$ cat config.mk
export PLATFORM = sky130hd
export DESIGN_NAME = fifo_stream_reader
export DESIGN_NICKNAME = d
export VERILOG_FILES = /design/src/rtl/fifo_stream_reader.sv
export SDC_FILE = /design/constraint.sdc
export NUM_CORES = 1
export LEC_CHECK = 0
export ABC_AREA = 1
export CORE_ASPECT_RATIO = 1.2
export CORE_MARGIN = 3
export CORE_UTILIZATION = 50
export DETAILED_ROUTE_END_ITERATION = 8
export PLACE_DENSITY_LB_ADDON = 0.15
export SYNTH_ARGS = -nofsm -noshare
export SYNTH_HDL_FRONTEND = slang
export SYNTH_SLANG_ARGS = --single-unit
$ cat constraint.sdc
create_clock -name clk -period 1.65 [get_ports clk]
set_input_delay 0.33 -clock clk [delete_from_list [all_inputs] [get_ports clk]]
set_output_delay 0.33 -clock clk [all_outputs]
set_load 0.05 [all_outputs]
$ cat src/rtl/fifo_stream_reader.sv
// rtl/fifo_stream_reader.sv - FIFO read engine: 1-cycle-latency pops into a 2-entry skid buffer feeding a valid/ready stream
module fifo_stream_reader #(
   parameter int DATA_W = 32
) (
   input  logic              clk,
   input  logic              reset,
   input  logic              fifo_empty,
   output logic              fifo_rd_en,
   input  logic [DATA_W-1:0] fifo_dout,
   input  logic              flush,
   output logic              m_valid,
   input  logic              m_ready,
   output logic [DATA_W-1:0] m_data,
   output logic [1:0]        occupancy,
   output logic [15:0]       rd_count
);

   localparam logic [1:0] ST_EMPTY = 2'd0;
   localparam logic [1:0] ST_ONE   = 2'd1;
   localparam logic [1:0] ST_TWO   = 2'd2;

   logic [1:0]        r_occ;
   logic [DATA_W-1:0] r_head;
   logic [DATA_W-1:0] r_tail;
   logic              r_inflight;
   logic              r_discard;
   logic [15:0]       r_rd_count;

   logic              w_pop;
   logic              w_push;
   logic [2:0]        w_credit;

   assign w_pop    = m_valid & m_ready;
   assign w_push   = r_inflight & ~r_discard & ~reset;
   assign w_credit = {1'b0, r_occ} + {2'b00, r_inflight};

   // A slot freed by this cycle's pop may be re-requested now, keeping one word per cycle.
   assign fifo_rd_en = ~reset & ~flush & ~fifo_empty & (w_credit < (3'd2 + {2'b00, w_pop}));

   assign m_valid   = (r_occ != ST_EMPTY);
   assign m_data    = r_head;
   assign occupancy = r_occ;
   assign rd_count  = r_rd_count;

   always_ff @(posedge clk) begin
      if (reset) begin
         r_occ      <= ST_EMPTY;
         r_head     <= '0;
         r_tail     <= '0;
         r_inflight <= 1'b0;
         r_discard  <= 1'b0;
         r_rd_count <= 16'd0;
      end else begin
         r_inflight <= fifo_rd_en;
         if (w_pop)
            r_rd_count <= r_rd_count + 16'd1;
         if (flush) begin
            r_occ     <= ST_EMPTY;
            r_discard <= r_inflight;
         end else begin
            r_discard <= 1'b0;
            case (r_occ)
               ST_EMPTY: begin
                  if (w_push) begin
                     r_head <= fifo_dout;
                     r_occ  <= ST_ONE;
                  end
               end
               ST_ONE: begin
                  if (w_push && !w_pop) begin
                     r_tail <= fifo_dout;
                     r_occ  <= ST_TWO;
                  end else if (!w_push && w_pop) begin
                     r_occ  <= ST_EMPTY;
                  end else if (w_push && w_pop) begin
                     r_head <= fifo_dout;
                  end
               end
               ST_TWO: begin
                  if (w_pop) begin
                     r_head <= r_tail;
                     if (w_push)
                        r_tail <= fifo_dout;
                     else
                        r_occ <= ST_ONE;
                  end
               end
               default: r_occ <= ST_EMPTY;
            endcase
         end
      end
   end

   a_no_overflow: assert property (@(posedge clk) disable iff (reset)
      !(r_occ == ST_TWO && w_push && !w_pop));

endmodule

# [After elaboration in Yosys (flattened, before gate mapping)]
# Cells that the tools add are included.
[totals] ff_bits=84 inputBits=37 out_inout_bits=52 word_cells=60
[op_classes] addsub=3 magnitude_cmp=1 eq_ne=11 muxes=15 bitwise=10 reduce_logical=14
[op_table] cell="$mux W32" count=7
[op_table] cell="$pmux W32 S3" count=1
[op_table] cell="$pmux W32 S2" count=1
[op_table] cell="$add A16 B1 Y16 const B" count=1
[op_table] cell="$ne A2 B2 Y1 const B" count=8
[op_table] cell="$mux W2" count=5
[op_table] cell="$reduce_and A7 Y1" count=1
[op_table] cell="$and A1 B1 Y1" count=6
[op_table] cell="$pmux W2 S3" count=1
[op_table] cell="$reduce_and A5 Y1" count=1
[op_table] cell="$not A1 Y1" count=4
[op_table] cell="$reduce_and A4 Y1" count=1
[op_table] cell="$reduce_bool A2 Y1" count=2
[op_table] cell="$reduce_or A2 Y1" count=2
[op_table] cell="$add A2 B1 Y3" count=1
[op_table] cell="$add A2 B1 Y3 const A" count=1
[op_table] cell="$logic_and A1 B1 Y1" count=3
[op_table] cell="$lt A3 B3 Y1" count=1
[op_table] cell="$ne A3 B3 Y1 const B" count=1
[op_table] cell="$reduce_bool A3 Y1" count=1
[op_table] cell="$eq A2 B1 Y1 const B" count=1
[op_table] cell="$eq A2 B2 Y1 const B" count=1
[op_table] cell="$logic_not A1 Y1" count=2
[op_table] cell="$logic_not A2 Y1" count=1

# [Logic depth before layout (Yosys ltp)]
# Gate-level depths: netlist of the first run.
[depth] ltp_word=8 depth_mapped=10 mapped_depth_nobuf=9

# [Least setup slack after synthesis of the first run]
# Ideal clock, no wire load.
[synth_path] path_type="register to output" from="register r_occ[0] (netlist: occupancy[0])" to="output port fifo_rd_en" t_arrival_ns=2.914 required_ns=1.320 slack_ns=-1.594 path_stages_with_launch=7 path_buffers=0 cell_sequence="dfxtp_1 -> nor2_2 -> inv_2 -> nand2_1 -> o21ai_0 -> inv_1 -> nor4_1"
[synth_via] elab_chain_cells=5 elab_cells_between_ends=6 classes_between="add/sub: 2; order compare: 1; bitwise: 2; reduce/logical: 1"
[synth_rtl] element="from (decl)" line="22" source="logic [1:0] r_occ;"
[synth_rtl] element="from (signal assigned)" line="47" source="r_occ <= ST_EMPTY;"
[synth_rtl] element="from (signal assigned)" line="58" source="r_occ <= ST_EMPTY;"
[synth_rtl] element="from (signal assigned)" line="66" source="r_occ <= ST_ONE;"
[synth_rtl] element="$reduce_bool A2 Y1" line="40" source="assign m_valid = (r_occ != ST_EMPTY);"
[synth_rtl] element="named net m_valid" line="11" source="output logic m_valid,"
[synth_rtl] element="$and A1 B1 Y1" line="33" source="assign w_pop = m_valid & m_ready;"
[synth_rtl] element="$add A2 B1 Y3" line="38" source="assign fifo_rd_en = ~reset & ~flush & ~fifo_empty & (w_credit < (3'd2 + {2'b00, w_pop}));"
[synth_rtl] element="$lt A3 B3 Y1" line="38"
[synth_rtl] element="$and A1 B1 Y1" line="38"
[synth_rtl] element="to (decl)" line="8" source="output logic fifo_rd_en,"
# The timed path passes the listed nets, and every way through them passes these cells.

# [Final worst setup path of the first run]
[layout_path] from="register r_occ[0] (netlist: occupancy[0])" to="output port fifo_rd_en"
[layout_via] elab_chain_cells=5 elab_cells_between_ends=6 classes_between="add/sub: 2; order compare: 1; bitwise: 2; reduce/logical: 1"
[layout_rtl] element="$reduce_bool A2 Y1" line="40"
[layout_rtl] element="$and A1 B1 Y1" line="33"
[layout_rtl] element="$add A2 B1 Y3" line="38"
[layout_rtl] element="$lt A3 B3 Y1 *" line="38"
[layout_rtl] element="$and A1 B1 Y1 *" line="38"
# Every way passes the cells marked *; elsewhere a longest branch is shown, timed or not.

==> results.toml, run 1 <==
[status]
status = "complete, but fails checks"
failed_checks = "setup timing"

[floorplan]
ios = 89
initial_utilization = 0.521
core_sq_um = 7750
dieWidth_um = 88.0
rows = 35
die_y_um = 104
dieArea_sq_um = 9190

[cts]
cts_buffer_depth = 2
clk_latency_ns = 0.36
cts_sinks = 84
h-tree-depth = 3
clk_pin_slew_worst_paths_ns = 0.08
cts_root_buffer = "clkbuf_8"
cts_tree = "done"
cts_inserted_buffers = 9

[finish]
antenna_cells = 0
fill_cells = 652
drive_above_1_share = 0.228
finalInstanceArea_sq_um = 5600
fin_nets = 721
syn2layout_area_growth_pct = 38.6
layout_common_cells = "nand2_1, dfxtp_1, nor2_1, buf_4, inv_1"
final_common_cell = "nand2_1"

[placement]
dpl_cell_area_sq_um = 5090
hpwl_mm = 6.45
finalWeightedCongestion = 0.763
place.port_buffers = 88

[route]
final_antenna_net_count = 0
drtIter0Drc = 148
wl_per_cell_um = 13.2
routed_via_density = 5.03
drt-total-wl_mm = 10.3
drt_first_pass_iters = 4
vias = 3905
drc = 0

[hold_path]
holdCritStartpoint = "m_ready"
hold_class = "input pin to flip-flop"

[timing]
holdWs_ns = 0.447
timing.final.crit_share = 1.23
hold_viol = 0
max-slew-margin-rel = 0.669
tightest_slew_ns = 0.496
setup_slack_ns = -0.373
tns_ns = -0.485
slew_violations = 0
final-setup-viol-count = 2
max_freq_mhz = 494
grt_setup_unrepaired = "yes"
fin_crit_ns = 2.02
skew_ns = 0.0106

[logic_synthesis]
ys_seq_area_frac = 0.416
yosysWarnings = 0
syn-mean-instance-area_sq_um = 7.00
yosys-top-cells-area = "dfxtp_1, nand2_1, nor2_1"
syn_nets = 617
synth_top_area_share = 0.416
synth-seq-cells = 84
syn_inst = 577
synth_cell_types = 29
syn_area_sq_um = 4040
synth_top_area_cell = "dfxtp_1"

[pwr]
p_total_mw = 3.92
leakagePower_nw = 2.30
cellPowerDensity_nw_per_um2 = 701
ir_worst_vdd_mv = 0.489

[worst_setup_path]
critPathLaunch = "occupancy[0]"
end_kind = "output port"
timing.rr.start = "occupancy[0]"
required_ns = 1.32
start_kind = "flip-flop"
critPathMaxFanout = 4
path_class = "flip-flop to output port"
arrival_ns = 1.69

[global_routing]
grt_pass1_wl_mm = 15.5
grt-ovfl-total = 0
grt_use_total = 0.206
antenna_found_initial = 0
grt_pass1_vias = 3549
grt_max_degree = 47

[job]
maxCapViolations = 0
==> what timing repair did <==
action                     in CTS  in global routing
setup buffers                   1                  5
cloned                          0                  6
hold buffers                    0                  0
hold endpoints to repair        0                  0
pin swaps                       1                 30
setup endpoints to repair       1                 39
resized for setup               4                 34
==> power by group <==
part	internal [mW]	switching (mW)
clock network	0.625	0.724
registers	2.05	0.0160
logic	0.215	0.290
==> cell families after synthesis <==
family                     Yosys count  share of synthesized area
and+or+nand+nor                    336                      0.382
buffers and inverters               80                     0.0961
DFF                                 84                      0.416
AOI/OAI and AO/OA                   74                     0.0964
adders and majority gates            3                    0.00930
==> final cells by class <==
cell class | count | area [sq um] | area share
clock inverters | 3 | 21.3 | 0.00380
repair buffers | 125 | 1250 | 0.223
multi-input cells | 415 | 2180 | 0.390
well taps | 92 | 115 | 0.0206
flip-flops and latches | 84 | 1690 | 0.303
clock buffers | 12 | 155 | 0.0277
inverters | 46 | 181 | 0.0324
==> cell usage after synthesis <==
cell      number
nand2_4        2
a21oi_1       45
clkinv_1       1
nor2_4         4
nand3b_1      32
dfxtp_1       84
nand2_2        1
buf_4         11
nor2_1        79
nor2_2         3
nand3_4        2
o21ai_4        1
ha_1           3
buf_1          3
o21ai_0       25
inv_4          1
clkbuf_1      10
nand3_1       42
buf_6          5
nand4_1        4
o21a_1         2
buf_2          5
nand3_2        1
inv_1         43
nor4_1         2
o211ai_1       1
nor3_1         3
inv_2          1
nand2_1      161
==> per-layer routing <==
metal	up-vias	part of all wire	global-route usage
met4	0	0.0093	0.0756
met2	84	0.52	0.354
met1	1763	0.42	0.253
met5	-	0	0
met3	8	0.048	0.0341
li1	2050	-	-
==> critical path, stage by stage (launching register included) <==
cell and delay [ns]:
dfxtp_4 0.37, ha_4 0.16, ha_4 0.20, o21ai_2 0.06, inv_2 0.07, nor4_4 0.31
buf_12 0.18
==> metrics by stage <==
step | cells | setup slack [ns] | utilization
2_1_floorplan | 577 | -0.332 | -
3_3_place_gp | 750 | -0.277 | 0.657
3_5_place_dp | 750 | -0.333 | 0.657
4_1_cts | 766 | -0.386 | 0.682
5_1_grt | 777 | -0.443 | 0.722
6_report | 777 | -0.373 | 0.722
==> flip-flops by register name, summed over array words and instances (netlist names) <==
| name | cells |
|---|---|
| occupancy | 2 |
| m_data | 32 |
| r_tail | 32 |
| rd_count | 16 |
| r_discard | 1 |
| r_inflight | 1 |
==> path summary, 6_finish.rpt <==
kind	end	slack (ns)	cells after the start
setup / recovery	fifo_rd_en	-0.37	6
hold / removal	r_inflight	0.45	5
setup reg to reg	r_tail[14]	0.05	10
hold reg to reg	r_tail[13]	0.46	2
Power figures use the tool's default switching activity.
==> run 2: changes to the inputs <==
--- a/config.mk
+++ b/config.mk
@@ -6,10 +6,12 @@
 export NUM_CORES = 1
 export LEC_CHECK = 0
 export ABC_AREA = 1
+export ABC_CLOCK_PERIOD_IN_PS = 1650
 export CORE_ASPECT_RATIO = 1.2
 export CORE_MARGIN = 3
 export CORE_UTILIZATION = 50
 export DETAILED_ROUTE_END_ITERATION = 8
+export DONT_BUFFER_PORTS = 1
 export PLACE_DENSITY_LB_ADDON = 0.15
 export SYNTH_ARGS = -nofsm -noshare
 export SYNTH_HDL_FRONTEND = slang
==> run 2 against run 1 <==
  * The flow still finishes with violations (setup timing)
  * Clock-buffer cell count shrank 2
  * First-iteration DRC count shrank 16%
  * Combinational power shrank 49%
  * Highest routed layer unchanged
  * Total power grew 0.72%
  * Critical path type unchanged
  * Worst setup slack gained 0.15 ns
  * Routed wire length grew 6.1%
  * Utilization shrank 5.5 points
  * Sequential share of layout area grew 2.5 points
  * Maximum frequency grew 8.3%
  * Via count shrank 3.6%
  * Global-route usage is essentially flat
==> results.toml, run 2 (same netlist as run 1, synthesis figures left out) <==
[timing]
slew_violations = 0
grt_setup_unrepaired = "yes"
skew_ns = 0.0193
final-setup-viol-count = 54
hold_viol = 0
setup_slack_ns = -0.219
holdWs_ns = 0.0385
max-slew-margin-rel = 0.633
fin_crit_ns = 1.87
timing.final.crit_share = 1.13
tightest_slew_ns = 0.550
max_freq_mhz = 535

[worst_setup_path]
cp_slowest_stage_delay_ns = 0.37
cp_cell_sequence = "ha_4 > ha_4 > o21ai_2 > inv_2 > nor4_4 > buf_12"
arrival_ns = 1.54
crit_family = "flip-flops"
end_kind = "output port"
path_class = "flip-flop to output port"
critPathMaxFanout = 3
crit_buf_inv = 2
crit_slowest_cell = "dfxtp_4"
required_ns = 1.32
start_kind = "flip-flop"
cpMostUsedCell = "ha_4"

[finish]
finalInstanceArea_sq_um = 5170
antenna_cells = 0
drive_above_1_share = 0.262
final_common_cell = "nand2_1"
fin_cells = 703
layout_common_cells = "nand2_1, dfxtp_1, nor2_1, inv_1, nand3b_1"
fin_nets = 646
fill_cells = 656
syn2layout_area_growth_pct = 28.1

[floorplan]
dieWidth_um = 88.0
initial_utilization = 0.521
rows = 35
core_sq_um = 7750
ios = 89
dieArea_sq_um = 9190
die_y_um = 104

[route]
final_antenna_net_count = 0
drtIter0Drc = 124
routed_via_density = 5.35
vias = 3764
wl_per_cell_um = 15.5
drt_first_pass_iters = 5
drc = 0
drt-total-wl_mm = 10.9

[pwr]
cellPowerDensity_nw_per_um2 = 764
leakagePower_nw = 1.98
ir_worst_vdd_mv = 0.632

[global_routing]
grt_use_total = 0.205
grt_pass1_wl_mm = 15.3
grt_pass1_vias = 3329
grt-ovfl-total = 0
antenna_found_initial = 0
grt_max_degree = 37

[placement]
place.port_buffers = 0
finalWeightedCongestion = 0.795
hpwl_mm = 6.45
dpl_cell_area_sq_um = 4310
pre_cts_ws_ns = -0.0641
placed_cells = 670

[job]
maxCapViolations = 0

[cts]
clk_pin_slew_worst_paths_ns = 0.09
cts_buffer_depth = 2
cts_sinks = 84
clk_latency_ns = 0.35
cts_tree = "done"
cts_inserted_buffers = 9
cts_root_buffer = "clkbuf_8"
postCtsHoldBufs = 0
h-tree-depth = 3

[status]
failed_checks = "setup timing"
status = "complete, but fails checks"

[hold_path]
hold_class = "input pin to flip-flop"
## run 2: path summary, 6_finish.rpt
check / from / end / slack [ns] / depth (start not counted)
setup / recovery: occupancy[0] / fifo_rd_en / -0.22 / 6
hold / removal: fifo_empty / r_inflight / 0.04 / 1
setup reg to reg: occupancy[0] / m_data[12] / -0.11 / 10
hold reg to reg: rd_count[0] / rd_count[0] / 0.46 / 1
## run 2: what timing repair did
action	4_1_cts	5_1_grt
pin swaps	5	40
endpoints found under the setup margin	34	66
cloned	1	10
buffers inserted	5	4
resized for setup	9	81
## run 2: area by class of cell
type | count | area, sq um | area share
Inverter | 46 | 181 | 0.0351
Sequential cell | 84 | 1690 | 0.327
Tap cell | 92 | 115 | 0.0223
Clock buffer | 10 | 138 | 0.0266
Multi-Input combinational cell | 417 | 2390 | 0.462
Timing Repair Buffer | 48 | 584 | 0.113
Clock inverter | 6 | 70.1 | 0.0135
## run 2: routing by layer
| layer | vias to the layer above | wire, um | global-route usage |
|---|---|---|---|
| met3 | 14 | 798 | 0.0539 |
| met1 | 1718 | 4230 | 0.233 |
| li1 | 1912 | - | - |
| met4 | 0 | 198 | 0.0659 |
| met5 | - | 0 | 0 |
| met2 | 120 | 5650 | 0.365 |
## run 2: stage by stage
step,total power [mW],utilization,TNS [ns]
2_1_floorplan,2.39,-,-0.332
3_3_place_gp,2.43,0.556,-0.378
3_5_place_dp,2.43,0.556,-1.52
4_1_cts,3.96,0.598,-0.288
5_1_grt,4.11,0.667,-7.30
6_report,3.95,0.667,-3.50
## run 2: power breakdown
part | switching [mW] | internal [mW] | total (mW)
clock network | 0.777 | 0.755 | 1.53
logic | 0.153 | 0.105 | 0.258
registers | 0.109 | 2.05 | 2.16
total | 1.04 | 2.91 | 3.95
==> run 3: changes to the inputs <==
--- a/config.mk
+++ b/config.mk
@@ -8,7 +8,7 @@
 export ABC_AREA = 1
 export ABC_CLOCK_PERIOD_IN_PS = 1650
 export CORE_ASPECT_RATIO = 1.2
-export CORE_MARGIN = 3
+export CORE_MARGIN = 2
 export CORE_UTILIZATION = 50
 export DETAILED_ROUTE_END_ITERATION = 8
 export DONT_BUFFER_PORTS = 1
==> run 3 against run 2 <==
  * Sequential cell count unchanged
  * The flow still finishes with violations (setup timing)
  * Die area fell by 4.1%
  * Routed wire length shrank 5.5%
  * Via count shrank 4.0%
  * Final cell count decreased by 0.57%
  * Utilization down 3.9 points
  * First-iteration DRC count is 6.5% lower
  * Clock-buffer cell count stayed put
  * Sequential power barely moved
==> results.toml, run 3 (same netlist as run 1, synthesis figures left out) <==
[status]
status = "complete, but fails checks"
failed_checks = "setup timing"

[route]
vias = 3612
drc = 0
routed_via_density = 5.17
wl_per_cell_um = 14.7
final_antenna_net_count = 0
drtIter0Drc = 116
drt-total-wl_mm = 10.3
drt_first_pass_iters = 4

[timing]
grt_setup_unrepaired = "yes"
hold_viol = 0
fin_crit_ns = 1.93
timing.final.crit_share = 1.17
skew_ns = 0.0137
setup_slack_ns = -0.281
max_freq_mhz = 518
tightest_slew_ns = 0.561
final-setup-viol-count = 1
holdWs_ns = 0.0265
tns_ns = -0.281
max-slew-margin-rel = 0.626
slew_violations = 0

[placement]
placed_cells = 669
hpwl_mm = 6.24
dpl_cell_area_sq_um = 4320
pre_cts_ws_ns = -0.0442
place.port_buffers = 0
finalWeightedCongestion = 0.799

[worst_setup_path]
required_ns = 1.32
end_kind = "output port"
start_kind = "flip-flop"
path_class = "flip-flop to output port"
timing.rr.start = "occupancy[0]"
arrival_ns = 1.60
critPathLaunch = "occupancy[0]"
critPathMaxFanout = 3
r2r_slack_ns = 0.05

[cts]
clk_latency_ns = 0.36
cts_sinks = 84
clk_pin_slew_worst_paths_ns = 0.09
cts_root_buffer = "clkbuf_8"
cts_inserted_buffers = 9
cts_buffer_depth = 2
cts_tree = "done"
h-tree-depth = 3

[finish]
fin_cells = 699
multi_input_area_sq_um = 2120
syn2layout_area_growth_pct = 20.5
layout_common_cells = "nand2_1, dfxtp_1, nor2_1, a21oi_1, inv_1"
fill_cells = 735
regArea_sq_um = 1690
final_common_cell = "nand2_1"
fin_nets = 642
antenna_cells = 0
drive_above_1_share = 0.165
finalInstanceArea_sq_um = 4870
utilization = 0.628

[floorplan]
initial_utilization = 0.521
rows = 35
die_y_um = 102
ios = 89
core_sq_um = 7750
dieWidth_um = 86.0
dieArea_sq_um = 8810

[pwr]
cellPowerDensity_nw_per_um2 = 841
ir_worst_vdd_mv = 0.376
leakagePower_nw = 1.93
p_total_mw = 4.09

[global_routing]
grt_pass1_wl_mm = 15.3
antenna_found_initial = 0
grt_max_degree = 45
grt-ovfl-total = 0
grt_use_total = 0.216
grt_pass1_vias = 3291

[hold_path]
holdCritStartpoint = "reset"
hold_class = "input pin to flip-flop"

[job]
maxCapViolations = 0
## run 3: layout make-up
class,count,area share
inverter,46,0.0373
sequential,84,0.348
clock buffer,10,0.0283
multi-input combinational,414,0.435
timing repair buffer,47,0.108
clock inverter,6,0.0198
tap,92,0.0237
## run 3: final timing paths
path / cells past startpoint / endpoint
min reg2reg: 1 / rd_count[0]
max: 6 / fifo_rd_en
max reg2reg: 10 / m_data[1]
min: 1 / r_tail[0]
## run 3: what timing repair did
action | in CTS | in global routing
gates cloned | 0 | 8
gates resized for setup | 3 | 21
buffers inserted | 1 | 6
endpoints found under the setup margin | 1 | 66
hold buffers | 0 | 0
pin swaps | 2 | 19
## run 3: where the power goes
group,switching [mW],internal [mW]
registers,0.109,2.05
clock network,0.783,0.909
logic,0.141,0.0998
total,1.03,3.06
## run 3: critical path, cell delays in order, from the launching register on
cell and delay, ns:
dfxtp_4 0.37, ha_4 0.16, ha_4 0.20, o21ai_1 0.07, inv_1 0.09, nor4_4 0.19
buf_12 0.18
## run 3: metal layers
layer	part of all wire	GRT usage	up-vias
li1	-	-	1891
met1	0.40	0.235	1615
met2	0.51	0.391	93
met3	0.071	0.0654	13
met4	0.019	0.0855	0
met5	0	0	-
